==> src/rtl/gray_pkg.sv <==
// Shared Gray-code definitions: default width, LSB-mode selectors and
// reference encode/decode functions at the default width.
package gray_pkg;
  localparam int GRAY_W_DEFAULT     = 10;
  localparam int LSB_MODE_CODEBASE  = 0;
  localparam int LSB_MODE_REFLECTED = 1;

  typedef logic [GRAY_W_DEFAULT-1:0] gray_t;

  function automatic gray_t gray2bin(gray_t code, int lsb_mode);
    gray_t b;
    b[GRAY_W_DEFAULT-1] = code[GRAY_W_DEFAULT-1];
    for (int i = GRAY_W_DEFAULT - 2; i >= 0; i--) b[i] = code[i] ^ b[i+1];
    // Codebase encoding carries bit 0 through unmixed.
    if (lsb_mode == LSB_MODE_CODEBASE) b[0] = code[0];
    return b;
  endfunction

  function automatic gray_t bin2gray(gray_t bin, int lsb_mode);
    gray_t g;
    g = bin ^ (bin >> 1);
    if (lsb_mode == LSB_MODE_CODEBASE) g[0] = bin[0];
    return g;
  endfunction
endpackage

==> src/rtl/gray_to_binary_comb.sv <==
// Pure combinational Gray-to-binary decode; each bit is a reduction of the
// code bits at and above it, so there is no rippling self-reference.
module gray_to_binary_comb
  import gray_pkg::*;
#(
  parameter int W        = GRAY_W_DEFAULT,
  parameter int LSB_MODE = LSB_MODE_CODEBASE
) (
  input  logic [W-1:0] gray,
  output logic [W-1:0] bin
);
  for (genvar i = 1; i < W; i++) begin : g_bit
    assign bin[i] = ^gray[W-1:i];
  end

  if (LSB_MODE == LSB_MODE_CODEBASE) begin : g_lsb_cb
    assign bin[0] = gray[0];
  end else begin : g_lsb_rf
    assign bin[0] = ^gray;
  end
endmodule

==> src/rtl/gray_to_binary_pipe.sv <==
// Two-stage handshaked Gray decoder with +1 step checking and a saturating
// discontinuity counter for debug.
module gray_to_binary_pipe
  import gray_pkg::*;
#(
  parameter int W        = GRAY_W_DEFAULT,
  parameter int LSB_MODE = LSB_MODE_CODEBASE,
  parameter int ERRW     = 8
) (
  input  logic            clk,
  input  logic            rst,
  input  logic            in_valid,
  output logic            in_ready,
  input  logic [W-1:0]    in_gray,
  output logic            out_valid,
  input  logic            out_ready,
  output logic [W-1:0]    out_bin,
  output logic            out_step_err,
  output logic [ERRW-1:0] err_count,
  input  logic            clr_err
);
  logic         s1_valid;
  logic [W-1:0] s1_gray;
  logic [W-1:0] dec;
  logic [W-1:0] prev;
  logic         have_prev;
  logic         s2_adv;
  logic         s1_adv;
  logic         step_err;

  // Ready chain is combinational end to end, so a full pipe still moves
  // one item per cycle when the consumer is ready.
  assign s2_adv   = !out_valid || out_ready;
  assign in_ready = !s1_valid || s2_adv;
  assign s1_adv   = s1_valid && s2_adv;

  gray_to_binary_comb #(.W(W), .LSB_MODE(LSB_MODE)) u_dec (
    .gray (s1_gray),
    .bin  (dec)
  );

  assign step_err = have_prev && (dec != prev + W'(1));

  always_ff @(posedge clk or posedge rst) begin
    if (rst) begin
      s1_valid <= 1'b0;
      s1_gray  <= '0;
    end else begin
      if (in_ready) s1_valid <= in_valid;
      if (in_valid && in_ready) s1_gray <= in_gray;
    end
  end

  // Output payload is only updated on a real transfer so it holds when idle.
  always_ff @(posedge clk or posedge rst) begin
    if (rst) begin
      out_valid    <= 1'b0;
      out_bin      <= '0;
      out_step_err <= 1'b0;
      prev         <= '0;
      have_prev    <= 1'b0;
    end else if (s2_adv) begin
      out_valid <= s1_valid;
      if (s1_valid) begin
        out_bin      <= dec;
        out_step_err <= step_err;
        prev         <= dec;
        have_prev    <= 1'b1;
      end
    end
  end

  always_ff @(posedge clk or posedge rst) begin
    if (rst) begin
      err_count <= '0;
    end else if (clr_err) begin
      err_count <= '0;
    end else if (s1_adv && step_err && (err_count != '1)) begin
      err_count <= err_count + ERRW'(1);
    end
  end
endmodule

==> config.mk <==
export PLATFORM = sky130hd
export DESIGN_NAME = gray_to_binary_pipe
export DESIGN_NICKNAME = d
export VERILOG_FILES = /design/src/rtl/gray_pkg.sv /design/src/rtl/gray_to_binary_comb.sv /design/src/rtl/gray_to_binary_pipe.sv
export SDC_FILE = /design/constraint.sdc
export NUM_CORES = 1
export LEC_CHECK = 0
export BUFFER_PORTS_ARGS = -buffer_cell sky130_fd_sc_hd__buf_2
export CAP_MARGIN = 20
export CORE_MARGIN = 2
export CORE_UTILIZATION = 40
export DETAILED_ROUTE_END_ITERATION = 6
export PLACE_DENSITY = 0.59
export SYNTH_ARGS = -nofsm -noshare
export SYNTH_HDL_FRONTEND = slang
export SYNTH_HIERARCHICAL = 1
export SYNTH_SLANG_ARGS = --single-unit
==> constraint.sdc <==
create_clock -name clk -period 3.7 [get_ports clk]
set_input_delay 0.37 -clock clk [delete_from_list [all_inputs] [get_ports clk]]
set_output_delay 0.37 -clock clk [all_outputs]
set_load 0.01 [all_outputs]
## Word-level counts from Yosys, hierarchy flattened

Index checks and enable logic that the tools add are counted.

- Input port bits: 15
- Register bits: 32
- Output and inout bits: 21
- Logic and storage cells: 32

- Reduce and logical (&&, ||, !) cells: 19
- Add/subtract/negate cells: 2
- Equality and inequality tests: 2
- Muxes and demuxes: 2

Operators with widths:

| operator | number |
|---|---|
| $mux W8 | 2 |
| $add A10 B1 Y10 const B | 1 |
| $ne A10 B10 Y1 | 1 |
| $reduce_xor A9 Y1 | 1 |
| $add A8 B1 Y8 const B | 1 |
| $ne A8 B8 Y1 const B | 1 |
| $reduce_xor A8 Y1 | 1 |
| $reduce_xor A7 Y1 | 1 |
| $reduce_xor A6 Y1 | 1 |
| $logic_and A1 B1 Y1 | 5 |
| $reduce_xor A5 Y1 | 1 |
| $reduce_xor A4 Y1 | 1 |
| $reduce_xor A3 Y1 | 1 |
| $logic_not A1 Y1 | 2 |
| $logic_or A1 B1 Y1 | 2 |
| $reduce_and A2 Y1 | 1 |
| $reduce_bool A2 Y1 | 1 |
| $reduce_xor A2 Y1 | 1 |

## Depth between registers and ports, before layout

- Depth in word-level cells: 7
- Depth in mapped cells: 11
- Depth with buffers taken out: 10

## Hierarchy

The synthesis kept the hierarchy.

Modules (own cells, without submodules):

| module | cells an instance | times used | seq. area each (um^2) | area each (um^2) |
|---|---|---|---|---|
| gray_to_binary_pipe | 152 | 1 | 800.8 | 1695.4 |
| gray_to_binary_comb | 15 | 1 | 0.0 | 176.4 |

## Worst setup path after synthesis

No wires, ideal clock.

- Path type: reg2reg
- From: reg s1_gray[9]
- To: reg err_count[5]
- Setup time: 0.128 ns
- Buffers on the path: 1
- Stages on the path, launching flop included: 12
- Data arrival time: 2.917 ns
- Required time: 3.572 ns
- Period minus slack after synthesis: 3.044 ns
- Slack: 0.656 ns
- Path through: dfrtp_1 xor3_2 xnor3_1 xnor2_1 nor2_1 mux2_2 a211oi_1 a2111oi_1 and4b_4 buf_6 nor3b_1 mux2_1

- Word-level cells in the longest chain between the ends: 6
- Elaborated cells on any way between the ends: 13
- Those cells by class: eq/ne: 1; reduce/logical: 12

Ends and longest elaborated chain:

| item | line | source |
|---|---|---|
| start: declaration | gray_to_binary_pipe.sv:23 | `logic [W-1:0] s1_gray;` |
| start signal: assignment | gray_to_binary_pipe.sv:50 | `if (in_valid && in_ready) s1_gray <= in_gray;` |
| $reduce_xor A3 Y1 | gray_to_binary_comb.sv:13 | `assign bin[i] = ^gray[W-1:i];` |
| named net dec[7] | gray_to_binary_pipe.sv:24 | `logic [W-1:0] dec;` |
| $ne A10 B10 Y1 | gray_to_binary_pipe.sv:42 | `assign step_err = have_prev && (dec != prev + W'(1));` |
| $logic_and A1 B1 Y1 | gray_to_binary_pipe.sv:42 |  |
| $logic_and A1 B1 Y1 (2 in series) | gray_to_binary_pipe.sv:78 | `end else if (s1_adv && step_err && (err_count != '1)) begin` |
| $reduce_bool A2 Y1 (no source line) | n/a |  |
| end signal: assignment | gray_to_binary_pipe.sv:79 | `err_count <= err_count + ERRW'(1);` |
| end: declaration | gray_to_binary_pipe.sv:19 | `output logic [ERRW-1:0] err_count,` |

The timed path passes the listed nets, and every way through them passes these cells.
A chain may end at the register's enable or synchronous reset.

## Final worst setup path

Same ends and word-level chain as after synthesis.

==> results by group <==
Status
  – Status: complete, no violations

Job
  – Maxcap violations: 0

Clock network
  – CTS clk-pin slew, worst paths: 0.07 ns
  – Clock Sinks: 32
  – H-tree Lvls: 2
  – CTS root buf: clkbuf_8
  – PostCTS Resize Cnt: 0
  – Clk Latency, worst-skew pair: 0.28 ns
  – CTS tree: built
  – CTS Hold Bufs: 0
  – CTS Buf Count: 5
  – CTS max path bufs: 2
  – Setup Fix Bufs, Post-CTS: 0

Die
  – Starting Density: 42.1%
  – Die ar.: 5240 um^2
  – Core Region: 4440 um^2
  – Die Span X: 72.4 um
  – Row Count: 24
  – Die H: 72.4 um
  – Top-level I/O count: 36

GRT
  – GR met1 Demand/Resource: 22.0%
  – First-pass GRT wire length: 6.79 mm
  – Met3 usage: 4.86%
  – GRT Max-Usage Layer: met2
  – Gr usage total: 16.9%
  – Grt total ovfl: 0
  – Met2 Usage GRT: 26.4%
  – Largest net degree at the start of global routing: 33
  – Initial antenna violation count: 0
  – Vias in the first global route: 1,456

Pwr
  – PwrDens: 711 nW/um^2
  – Static leakage: 0.971 nW
  – Max IR drop VDD: 0.295 mV

Layout
  – Antenna fix cells: 0
  – Most common cell after layout, fill and taps aside: buf_2
  – Share of cells above drive strength 1: 34.6%
  – Final Non-Filler Cells: 257
  – Layout area overhead: 16.1%
  – Most frequent cells in the layout: buf_2, dfrtp_1, mux2_2
  – Final net count: 221

Routing
  – Via count: 1,458
  – DR vias/cell: 5.67
  – Post-route DRC violation count: 0
  – DRT Wirelength: 4.18 mm
  – Iteration-0 DRC Markers: 56
  – DRT antenna net count: 0
  – First-pass DRT Iterations: 4
  – Routed WL per cell: 16.2 um

STA
  – Final-report hold violation count: 0
  – Final worst setup slack: 0.383 ns
  – Worst Max-Slew Pin Slew: 0.599 ns
  – Final setup violation count: 0
  – Final Hold Slack: 0.170 ns
  – Max-slew violation count: 0
  – Final TNS setup: 0 ns
  – Max Clock Freq: 302 MHz
  – Period minus WS final: 3.32 ns
  – Period utilization: 89.6%
  – Setup Skew: 0.00653 ns
  – RSZ-0062 raised after global routing: false
  – Slew Limit Headroom: 60.0%

Yosys
  – Synth top area cells: dfrtp_1, mux2_2, xnor2_1, xor2_1, nand2_1
  – Area share of the largest cell type after synthesis: 42.8%
  – Synth Instances: 167
  – Sequential cell area fraction in the yosys report: 42.8%
  – Number of synthesized flops with an enable pin: 0
  – Synth Warn #: 6
  – Async SR Flop Fraction: 100%
  – Cell taking the most area after synthesis: dfrtp_1
  – Mapped Nets: 184
  – Synth unique cells: 45
  – Post-Syn Area: 1870 um^2
  – Syn_area_per_cell: 11.2 um^2
  – Ys flop type: dfrtp_1
  – Synth Register Bits: 32

Worst setup path
  – Critical path origin: s1_gray[9]$_DFFE_PP0P_
  – WP data arrival: 3.48 ns
  – Crit-path max cell delay: 0.55 ns
  – R2R cell count: 10
  – Max Fanout on Critical Path: 12
  – Slowest CP cell: xor3_2
  – WS Path Type: reg -> reg
  – CP Launch Type: flip-flop
  – Critical R2R Launch: s1_gray[9]$_DFFE_PP0P_
  – CP Cell Sequence: xor3_2 -> xnor3_1 -> xnor2_1 -> nor2_1 -> mux2_2 -> a211oi_1 -> a2111oi_1 -> and4b_4 -> nor3b_1 -> mux2_1
  – CP endpoint kind: flip-flop
  – Worst path required time: 3.86 ns

Placed design
  – Cells after DPL: 249
  – Pre-CTS setup slack: 0.433 ns
  – Gpl congestion: 0.868
  – IO Port Bufs: 35
  – Hpwl dp: 3.06 mm

Worst hold path
  – HP Class: in -> async
-- where the power goes --
| group | internal [W] | total (W) | switching [W] |
|---|---|---|---|
| Combinational | 0.000355 | 0.000737 | 0.000382 |
| Clock | 0.000148 | 0.000273 | 0.000125 |
| Sequential | 0.000423 | 0.000535 | 0.000111 |
| Total | 0.000926 | 0.00154 | 0.000618 |
-- kinds of logic after synthesis --
group                      count (synthesis)  synth area share [%]
AOI/OAI and AO/OA                         22                  8.42
and+or+nand+nor                           53                  15.6
buffers and inverters                     10                  2.87
muxes                                     25                  15.0
xor gates and xnor gates                  23                  14.0
DFF                                       32                  42.8
adders and majority gates                  2                  1.34
-- critical path: cells and delay by family, from the launching register on --
family / cells / cell delay (ns)
AO/OA/AOI/OAI: 2 / 0.31
XOR/XNOR: 3 / 1.24
multiplexers: 2 / 0.62
AND/OR/NAND/NOR: 3 / 0.58
flip-flops: 1 / 0.43
-- flip-flops by register name (all words and copies together), names as in the netlist --
name	cells
err_count	8
out_valid	1
prev	10
s1_gray	10
have_prev	1
out_step_err	1
s1_valid	1
-- routing by layer --
layer  vias to the layer above  part of all wire [%]
met5                         -                     0
met4                         0                   1.8
met3                         7                   4.6
met2                        37                    46
met1                       733                    48
li1                        681                     -
-- synth_stat cells, types with 2 or more instances --
cell type / number
dfrtp_1: 32
nand2b_1: 4
and3_1: 3
buf_4: 2
mux2_2: 21
inv_1: 4
xnor2_2: 2
nand3_1: 8
nor2_1: 7
o21ai_0: 4
xnor2_1: 11
or4_1: 4
a21oi_1: 5
nor3b_1: 2
xor2_1: 7
nor3_1: 3
nand2_1: 12
mux2_1: 3
ha_1: 2
o31ai_1: 4
nor2b_1: 3
-- final cells by class --
class / instances / area (um^2)
clock inverters: 2 / 10.0
inverters: 4 / 15.0
multi-input cells: 125 / 1020
flip-flops and latches: 32 / 801
repair buffers: 36 / 183
fillers: 428 / 2270
clock buffers: 6 / 82.6
well taps: 52 / 65.1
-- worst paths after layout --
path,endpoint,slack (ns)
max,err_count[5]$_DFFE_PP0P_,0.38
min,err_count[2]$_DFFE_PP0P_,0.17
max reg2reg,err_count[5]$_DFFE_PP0P_,0.38
min reg2reg,out_step_err$_DFFE_PP0P_,0.51
max in group asynchronous,err_count[6]$_DFFE_PP0P_,3.23
min in group clk,s1_valid$_DFFE_PP0N_,0.30
-- stage by stage --
stage	total power [W]	area (um^2)	utilization (%)
finish	0.00154	2170	48.9
global route	0.00165	2170	48.9
CTS	0.00155	2170	48.9
detailed placement	0.00127	2080	46.8
global placement	0.00123	2080	46.8
floorplan	0.00107	1870	-
Power figures use the tool's default switching activity.
